## src/rtl/sd_pkg.sv

```systemverilog
// Shared SD data-path definitions: receiver states, CRC16-CCITT constants and step function.
package sd_pkg;

    typedef enum logic [2:0] {
        ST_IDLE       = 3'd0,
        ST_WAIT_START = 3'd1,
        ST_DATA       = 3'd2,
        ST_CRC        = 3'd3,
        ST_ENDBIT     = 3'd4,
        ST_FINISH     = 3'd5
    } sd_rx_state_t;

    localparam logic [15:0] CRC16_POLY  = 16'h1021;
    localparam logic        START_LEVEL = 1'b0;

    // One serial step of x^16+x^12+x^5+1, MSB-first.
    function automatic logic [15:0] crc16_step(input logic [15:0] crc, input logic in_bit);
        crc16_step = {crc[14:0], 1'b0} ^ ((crc[15] ^ in_bit) ? CRC16_POLY : 16'h0000);
    endfunction

endpackage

```

## src/rtl/sd_block_receiver_crc.sv

```systemverilog
// Serial CRC16-CCITT accumulator for one SD data lane.
module sd_crc16_lane
    import sd_pkg::*;
(
    input  logic        clk400,
    input  logic        reset,
    input  logic        i_clr,
    input  logic        i_en,
    input  logic        i_bit,
    output logic [15:0] o_crc
);

    logic [15:0] r_crc;

    always_ff @(posedge clk400 or posedge reset) begin
        if (reset) begin
            r_crc <= 16'h0000;
        end else if (i_clr) begin
            r_crc <= 16'h0000;
        end else if (i_en) begin
            r_crc <= crc16_step(r_crc, i_bit);
        end
    end

    assign o_crc = r_crc;

endmodule

```

## src/rtl/sd_block_receiver.sv

```systemverilog
// Receives one SD data block on 1 or 4 lanes, writes it word by word into the cache RAM
// and reports per-lane CRC / end-bit status or a start-token timeout.
module sd_block_receiver
    import sd_pkg::*;
#(
    parameter  int unsigned LANES       = 1,
    parameter  int unsigned BLOCK_BYTES = 512,
    parameter  int unsigned WORD_W      = 16,
    parameter  int unsigned TIMEOUT     = 4095,
    localparam int unsigned ADDR_W      = $clog2(BLOCK_BYTES * 8 / WORD_W)
) (
    input  logic              clk400,
    input  logic              reset,
    input  logic              enable,
    input  logic              abort,
    input  logic [LANES-1:0]  SDin,
    output logic              busy,
    output logic              done,
    output logic              crc_ok,
    output logic              timeout_err,
    output logic [ADDR_W-1:0] casheAddress,
    output logic [WORD_W-1:0] casheValue,
    output logic              writeCashe
);

    localparam int unsigned DATA_CYC = BLOCK_BYTES * 8 / LANES;
    localparam int unsigned WORD_CYC = WORD_W / LANES;
    localparam int unsigned WCYC_LG  = $clog2(WORD_CYC);
    // Counter also sequences the 16 CRC cycles, so it is never narrower than 4 bits.
    localparam int unsigned CNT_W    = ($clog2(DATA_CYC) > 4) ? $clog2(DATA_CYC) : 4;
    localparam int unsigned TMR_W    = $clog2(TIMEOUT + 1);

    sd_rx_state_t      r_state;
    sd_rx_state_t      w_next_state;
    logic [TMR_W-1:0]  r_timer;
    logic [CNT_W-1:0]  r_bitcnt;
    logic [WORD_W-1:0] r_shift;
    logic [WORD_W-1:0] w_shift_next;
    logic [15:0]       w_crc [LANES];
    logic              w_crc_clr;
    logic              w_crc_en;
    logic              w_crc_miss;
    logic              w_start;
    logic              w_tmo;
    logic              w_data_last;
    logic              w_crc_last;
    logic              w_word_last;
    logic              r_good;

    logic              r_busy;
    logic              r_done;
    logic              r_crc_ok;
    logic              r_tmo_err;
    logic [ADDR_W-1:0] r_addr;
    logic [WORD_W-1:0] r_value;
    logic              r_we;

    for (genvar g = 0; g < LANES; g++) begin : g_lane
        sd_crc16_lane u_crc (
            .clk400 (clk400),
            .reset  (reset),
            .i_clr  (w_crc_clr),
            .i_en   (w_crc_en),
            .i_bit  (SDin[g]),
            .o_crc  (w_crc[g])
        );
    end

    // Newest sample enters at the low end; truncation drops the oldest bits.
    assign w_shift_next = WORD_W'({r_shift, SDin});

    // Next-state and per-cycle control decode.
    always_comb begin
        w_next_state = r_state;
        w_crc_clr    = 1'b0;
        w_crc_en     = 1'b0;
        w_crc_miss   = 1'b0;
        w_start      = (SDin == {LANES{START_LEVEL}});
        w_tmo        = (r_timer == TMR_W'(TIMEOUT - 1));
        w_data_last  = (r_bitcnt == CNT_W'(DATA_CYC - 1));
        w_crc_last   = (r_bitcnt[3:0] == 4'hF);
        w_word_last  = ((r_bitcnt & CNT_W'(WORD_CYC - 1)) == CNT_W'(WORD_CYC - 1));
        for (int l = 0; l < LANES; l++) begin
            w_crc_miss = w_crc_miss | (SDin[l] != w_crc[l][~r_bitcnt[3:0]]);
        end

        case (r_state)
            ST_IDLE: begin
                if (enable) begin
                    w_next_state = ST_WAIT_START;
                    w_crc_clr    = 1'b1;
                end
            end
            ST_WAIT_START: begin
                if (w_start) begin
                    w_next_state = ST_DATA;
                end else if (w_tmo) begin
                    w_next_state = ST_FINISH;
                end
            end
            ST_DATA: begin
                w_crc_en = 1'b1;
                if (w_data_last) begin
                    w_next_state = ST_CRC;
                end
            end
            ST_CRC: begin
                if (w_crc_last) begin
                    w_next_state = ST_ENDBIT;
                end
            end
            ST_ENDBIT: w_next_state = ST_FINISH;
            ST_FINISH: w_next_state = ST_IDLE;
            default:   w_next_state = ST_IDLE;
        endcase

        if (abort) begin
            w_next_state = ST_IDLE;
        end
    end

    always_ff @(posedge clk400 or posedge reset) begin
        if (reset) begin
            r_state <= ST_IDLE;
        end else begin
            r_state <= w_next_state;
        end
    end

    // Datapath: timer, bit counter, word assembly, cache write and status flags.
    always_ff @(posedge clk400 or posedge reset) begin
        if (reset) begin
            r_timer   <= '0;
            r_bitcnt  <= '0;
            r_shift   <= '0;
            r_good    <= 1'b0;
            r_busy    <= 1'b0;
            r_done    <= 1'b0;
            r_crc_ok  <= 1'b0;
            r_tmo_err <= 1'b0;
            r_addr    <= '0;
            r_value   <= '0;
            r_we      <= 1'b0;
        end else begin
            r_busy <= (w_next_state != ST_IDLE);
            r_done <= (w_next_state == ST_FINISH);
            r_we   <= 1'b0;

            case (r_state)
                ST_IDLE: begin
                    if (enable) begin
                        r_timer   <= '0;
                        r_bitcnt  <= '0;
                        r_good    <= 1'b1;
                        r_crc_ok  <= 1'b0;
                        r_tmo_err <= 1'b0;
                    end
                end
                ST_WAIT_START: begin
                    r_timer <= r_timer + TMR_W'(1);
                    if (!w_start && w_tmo) begin
                        r_tmo_err <= 1'b1;
                    end
                end
                ST_DATA: begin
                    r_shift  <= w_shift_next;
                    r_bitcnt <= w_data_last ? '0 : r_bitcnt + CNT_W'(1);
                    if (w_word_last) begin
                        r_we    <= 1'b1;
                        r_value <= w_shift_next;
                        r_addr  <= ADDR_W'(r_bitcnt >> WCYC_LG);
                    end
                end
                ST_CRC: begin
                    r_bitcnt <= r_bitcnt + CNT_W'(1);
                    if (w_crc_miss) begin
                        r_good <= 1'b0;
                    end
                end
                ST_ENDBIT: begin
                    r_crc_ok <= r_good & (&SDin);
                end
                default: ;
            endcase

            if (abort) begin
                r_we      <= 1'b0;
                r_crc_ok  <= 1'b0;
                r_tmo_err <= 1'b0;
            end
        end
    end

    assign busy         = r_busy;
    assign done         = r_done;
    assign crc_ok       = r_crc_ok;
    assign timeout_err  = r_tmo_err;
    assign casheAddress = r_addr;
    assign casheValue   = r_value;
    assign writeCashe   = r_we;

endmodule

```

## config.mk

```make
export PLATFORM = sky130hd
export DESIGN_NAME = sd_block_receiver
export DESIGN_NICKNAME = d
export VERILOG_FILES = /design/src/rtl/sd_pkg.sv /design/src/rtl/sd_block_receiver_crc.sv /design/src/rtl/sd_block_receiver.sv
export SDC_FILE = /design/constraint.sdc
export NUM_CORES = 1
export LEC_CHECK = 0
export CAP_MARGIN = 20
export CORE_MARGIN = 2
export CORE_UTILIZATION = 45
export DETAILED_ROUTE_END_ITERATION = 16
export PLACE_DENSITY = 0.65
export SLEW_MARGIN = 20
export SYNTH_ARGS = -nofsm -noshare
export SYNTH_HDL_FRONTEND = slang
export SYNTH_HIERARCHICAL = 1
export SYNTH_SLANG_ARGS = --single-unit
```

## constraint.sdc

```tcl
create_clock -name clk400 -period 3.6 [get_ports clk400]
set_input_delay 0.54 -clock clk400 [delete_from_list [all_inputs] [get_ports clk400]]
set_output_delay 0.54 -clock clk400 [all_outputs]
set_load 0.03 [all_outputs]
```

==> results of run 1 <==
==> cell usage in the layout, fill, tap and decap left out, drive strengths merged, types with 8 or more instances in the layout <==
master          n
dfrtp          88
nand2          62
clkdlybuf4s50  33
nor2           27
mux2           24
o21ai          17
mux2i          16
inv            13
clkbuf         12
a21oi          11
o31ai           9
nand3           8
==> through the flow <==
stage / power [W] / utilization / worst slack [ns] / hold slack, ns / std cells
4_1_cts: 0.001989 / 0.5334 / 0.8953 / 0.4750 / 510
2_1_floorplan: 0.001220 / - / 1.235 / 0.4375 / 367
3_5_place_dp: 0.001270 / 0.5085 / 0.8733 / 0.4642 / 494
5_1_grt: 0.002067 / 0.5334 / 0.6990 / 0.5027 / 510
3_3_place_gp: 0.001262 / 0.5085 / 0.9465 / 0.4570 / 494
6_report: 0.001969 / 0.5334 / 0.9089 / 0.4716 / 510
==> cell type report <==
class                      instances  area (sq um)  share of cell area
sequential                        88          2202              0.4757
multi-input combinational        249          1674              0.3616
timing repair buffer              36         352.8             0.07622
clock buffer                      12         165.2             0.03568
tap                              108         135.1             0.02919
clock inverter                     4         51.30             0.01108
inverter                          13         48.80             0.01054
==> state kept, by name, indices dropped and copies added, names as in the netlist <==
signal	flops
r_timer	12
timeout_err	1
r_shift	15
casheAddress	8
busy	1
r_bitcnt	12
done	1
g_lane.u_crc/o_crc	16
r_state	3
crc_ok	1
writeCashe	1
r_good	1
casheValue	16
==> synthesized netlist by cell type, types with 5 or more instances <==
master	number	area share
a21oi_1	11	0.014
clkbuf_1	9	0.0084
dfrtp_1	88	0.55
inv_1	12	0.011
mux2_1	23	0.065
mux2i_1	16	0.040
nand2_1	62	0.058
nand3_1	8	0.010
nand4_1	5	0.0078
nor2_1	27	0.025
nor3_1	5	0.0062
o21ai_0	8	0.010
o21ai_1	9	0.011
o31ai_1	8	0.015
or3_1	5	0.0078
or4_1	5	0.0094
==> power groups by stage <==
stage               clock [W]  sequential [W]  combinational [W]
floorplan                   0         0.00109           0.000126
global placement            0         0.00111           0.000155
detailed placement          0         0.00111           0.000160
CTS                  0.000738         0.00109           0.000161
global route         0.000787         0.00110           0.000181
finish               0.000721         0.00109           0.000158
==> worst min-delay path by stage <==
stage / startpoint / to / slack [ns] / cells past startpoint
floorplan: r_timer[11] / r_timer[11] / 0.44 / 1
global placement: r_timer[11] / r_timer[11] / 0.46 / 1
detailed placement: r_timer[11] / r_timer[11] / 0.46 / 1
CTS: r_timer[11] / r_timer[11] / 0.47 / 1
global route: casheAddress[1] / casheAddress[1] / 0.50 / 1
finish: r_timer[11] / r_timer[11] / 0.47 / 1
==> cell families (layout without fill, tap and decap cells) <==
kind of cell               after synthesis  in the layout  share of synthesized area
AOI/OAI and AO/OA                       54             54                    0.08791
xor gates and xnor gates                 5              5                    0.01091
adders and majority gates                3              3                   0.009353
buffers and inverters                   30             65                    0.03491
DFF                                     88             88                     0.5486
muxes                                   45             45                     0.1381
and+or+nand+nor                        142            142                     0.1702
==> routing by layer <==
metal  vias up  track usage  wire [um]
met2        52       0.2459       3332
met5         -            0          0
met4         0      0.06849         91
li1       1356            -          -
met3        10      0.03050        256
met1      1336       0.2460       3801
==> impl_metrics.ini, run 1 <==
[outcome]
outcome = complete, no violations

[job]
drv_cap = 0

[synthesis]
syn_area_per_cell_sq_um = 10.94
synth_ff_type = dfrtp_1
yosysSeqAreaShare = 0.5486
ys_types = 53
synth_nets = 375
mappedNetlistArea_sq_um = 4014
yosys_register_bits = 88
synth_edf_count = 0
synthArstFlopShare = 1.000
yosysWarnings = 6
syn_inst = 367

[sta]
slew-limit-headroom = 0.5108
skew_ns = 0.01155
finalSetupTns_ns = 0
worst_pin_slew_ns = 0.7295
finalSetupViolCount = 0
fin_crit_ns = 2.691
max_freq_mhz = 371.6
rsz0062_at_grt = false
slew_violations = 0
hold_violations = 0
period_share = 0.7475

[power]
powerDensity_nw_per_um2 = 425.3
ir_worst_vdd_v = 0.0002000
power_frac_comb = 0.080
leakagePower_nw = 2.132
clock_power_share = 0.366
seq_power_share = 0.554
netSwitchingFraction = 0.2523
internal_power_w = 0.001472
netSwitchingPower_w = 0.0004967

[cts]
clock_path_buffers = 2
clkLatencyLatePin_ns = 0.36
clock_sinks = 88
cts_max_level = 3
ctsResizeCount = 0
cts_setup_buffers = 0
cts_tree = built
clk_pin_slew_ns = 0.08
cts_root_buffer = clkbuf_8
numCtsBuffers = 9
holdBufCountCts = 0

[grt]
grt_pass1_wl_um = 12970
antenna_found_initial = 0
grt_pass1_vias = 2634
grt_use_total = 0.1670
grt-ovfl-total = 0
grt_max_degree = 37

[layout]
syn_to_final_growth_pct = 15.34
fill_cells = 769
diodes = 0
drive_above_1_share = 0.06468
post-route-cell-area_sq_um = 4629
fin_nets = 405

[critical_path]
crit_cells = 4
crit_end = g_lane[0].u_crc/o_crc[5]
r2r_cells = 4
worstPathMaxFanout = 36
cp_top_family = simple AND/OR/NAND/NOR gates
r2r_start = r_state[1]
critPathRequiredTime_ns = 3.84
cpPeakStageDelay_ns = 0.72
critPathSlowestCell = or3b_1
start_kind = flop
crit_arrival_ns = 2.94
path_buf_inv = 1
regToRegSetupSlack_ns = 0.91
criticalPathCategory = flop to flop
critPathCaptureType = flop
worstPathCellList = or3b_1 -> inv_2 -> or4b_1 -> o311ai_1
r2r-end = g_lane[0].u_crc/o_crc[5]
critPathLaunch = r_state[1]

[floorplan]
rows = 34
core_sq_um = 8678
fp.dieW_um = 98.45
die_h_um = 98.45
ios = 34
die_area_sq_um = 9691
initial_core_util = 0.4625

[drt]
drt_drc_violations_left = 0
final_antenna_net_count = 0
avgViaCountPerCell = 5.400
route.final.wire_length_um = 7482
avgRoutedWirePerCell_um = 14.67
vias = 2754
dr.pass1.iters = 5
first_iter_violations = 120

[placement]
place_hpwl_um = 5116
place.gp.congestion = 0.7710
io_buffer_count = 33
placedInstanceArea_sq_um = 4413

[hold_path]
hold_class = flop to flop
(Power assumes the default switching activity.)
==> run 2, diff against run 1 <==
==> constraint.sdc (replaced) <==
create_clock -name clk400 -period 2.8 [get_ports clk400]
set_input_delay 0.42 -clock clk400 [delete_from_list [all_inputs] [get_ports clk400]]
set_output_delay 0.42 -clock clk400 [all_outputs]
set_load 0.03 [all_outputs]
==> run 2 against run 1 <==
  * Hold slack improved by 0.0094 ns
  * Non-clock buffer count rose by 5
  * Fmax is 22% higher
  * Routed wire length grew 2.7%
  * Sequential cell count unchanged
  * Sequential power grew 28%
  * Die area unchanged
  * Final cell count rose by 0.98%
  * Critical endpoint unchanged
  * Largest power group unchanged
==> impl_metrics.ini, run 2 (synthesis results as in run 1) <==
[critical_path]
cp_top_family = simple AND/OR/NAND/NOR gates
r2r-end = g_lane[0].u_crc/o_crc[5]
regToRegSetupSlack_ns = 0.60
start_kind = flop
path_buf_inv = 1
worstPathMaxFanout = 15
cpPeakStageDelay_ns = 0.63
criticalPathCategory = flop to flop
critPathLaunch = r_state[1]
critPathRequiredTime_ns = 3.05
critPathCaptureType = flop
r2r_cells = 4
crit_end = g_lane[0].u_crc/o_crc[5]
crit_arrival_ns = 2.45
crit_cells = 4
worstPathCellList = or3b_1 -> inv_2 -> or4b_1 -> o311ai_1
critPathSlowestCell = or3b_1
r2r_start = r_state[1]

[placement]
placedInstanceArea_sq_um = 4463
io_buffer_count = 33
place.gp.congestion = 0.7735
place_hpwl_um = 5356

[drt]
avgRoutedWirePerCell_um = 14.91
route.final.wire_length_um = 7681
drt_drc_violations_left = 0
vias = 2824
avgViaCountPerCell = 5.483
final_antenna_net_count = 0
drt-met1-wl_um = 3805
first_iter_violations = 143
dr_wl_met3_um = 257
dr_wl_met2_um = 3544
dr.pass1.iters = 4
highest_layer = met4

[sta]
worst_pin_slew_ns = 0.6798
hold_ws_ns = 0.4810
max_freq_mhz = 453.8
finalSetupViolCount = 0
period_share = 0.7869
finalSetupTns_ns = 0
hold_violations = 0
slew-limit-headroom = 0.5441
slew_violations = 0
fin_crit_ns = 2.203
rsz0062_at_grt = false
skew_ns = 0.01122

[layout]
seq_area_sq_um = 2202
post-route-cell-area_sq_um = 4666
syn_to_final_growth_pct = 16.24
multi_input_area_sq_um = 1674
diodes = 0
fill_cells = 781
fin_util = 0.5376
drive_above_1_share = 0.07617
fin_nets = 410
final_cell_mix = 88 x dfrtp_1, 62 x nand2_1, 33 x clkdlybuf4s50_1
mostFrequentLayoutCell = dfrtp_1

[grt]
grt_max_degree = 42
grt-ovfl-total = 0
antenna_found_initial = 0
grt_use_total = 0.1696
grt_pass1_vias = 2674
grt_pass1_wl_um = 13090

[power]
powerDensity_nw_per_um2 = 537.1
power_frac_comb = 0.084
seq_power_share = 0.559
internal_power_w = 0.001855
ir_worst_vdd_v = 0.0003575
netSwitchingPower_w = 0.0006513
clock_power_share = 0.356
leakagePower_nw = 2.157
netSwitchingFraction = 0.2599

[cts]
clock_path_buffers = 2
numCtsBuffers = 9
cts_root_buffer = clkbuf_8
clock_sinks = 88
cts_setup_buffers = 0
cts_tree = built
clkLatencyLatePin_ns = 0.35
clk_pin_slew_ns = 0.09
ctsResizeCount = 0
holdBufCountCts = 0
cts_max_level = 3

[floorplan]
fp.dieW_um = 98.45
rows = 34
core_sq_um = 8678
ios = 34
die_h_um = 98.45
initial_core_util = 0.4625
die_area_sq_um = 9691

[outcome]
outcome = complete, no violations

[job]
drv_cap = 0

[hold_path]
hold_class = flop to flop
-- run 2: changes by cell type in the layout (fill, tap and decap cells not counted), sizes merged --
cell | previous run | this run
inv | 13 | 15
clkbuf | 12 | 10
buf | 3 | 8
-- run 2: power groups by stage --
stage	sequential (W)	clock, W	combinational (W)
floorplan	0.00141	0	0.000162
global placement	0.00142	0	0.000209
detailed placement	0.00142	0	0.000216
CTS	0.00140	0.000928	0.000216
global route	0.00141	0.000986	0.000247
finish	0.00140	0.000893	0.000212
-- run 2: metrics by stage --
stage | total power (W) | cells | setup slack, ns
6_report | 0.002506 | 515 | 0.5966
5_1_grt | 0.002644 | 515 | 0.4245
4_1_cts | 0.002545 | 515 | 0.5716
3_3_place_gp | 0.001632 | 499 | 0.5980
3_5_place_dp | 0.001640 | 499 | 0.4939
2_1_floorplan | 0.001569 | 367 | 0.5551
-- run 2: metal layers --
metal / vias to the layer above / global-route usage
met2: 56 / 0.2522
met1: 1393 / 0.2428
li1: 1371 / -
met3: 4 / 0.03901
met5: - / 0
met4: 0 / 0.06849
-- run 2: worst min-delay path by stage --
stage | startpoint | end | slack, ns | cells past startpoint
global route | casheValue[13] | casheValue[13] | 0.50 | 1
CTS | reset | g_lane[0].u_crc/o_crc[9] | 0.49 | 2
finish | r_timer[11] | r_timer[11] | 0.48 | 1
detailed placement | r_timer[11] | r_timer[11] | 0.47 | 1
floorplan | reset | g_lane[0].u_crc/o_crc[0] | 0.33 | 1
global placement | r_timer[11] | r_timer[11] | 0.46 | 1
-- run 2: area by class of cell --
cell class	instances	share of cell area
Clock inverter	6	0.01394
Tap cell	108	0.02896
Inverter	13	0.01046
Timing Repair Buffer	41	0.08635
Multi-Input combinational cell	249	0.3588
Sequential cell	88	0.4720
Clock buffer	10	0.02950
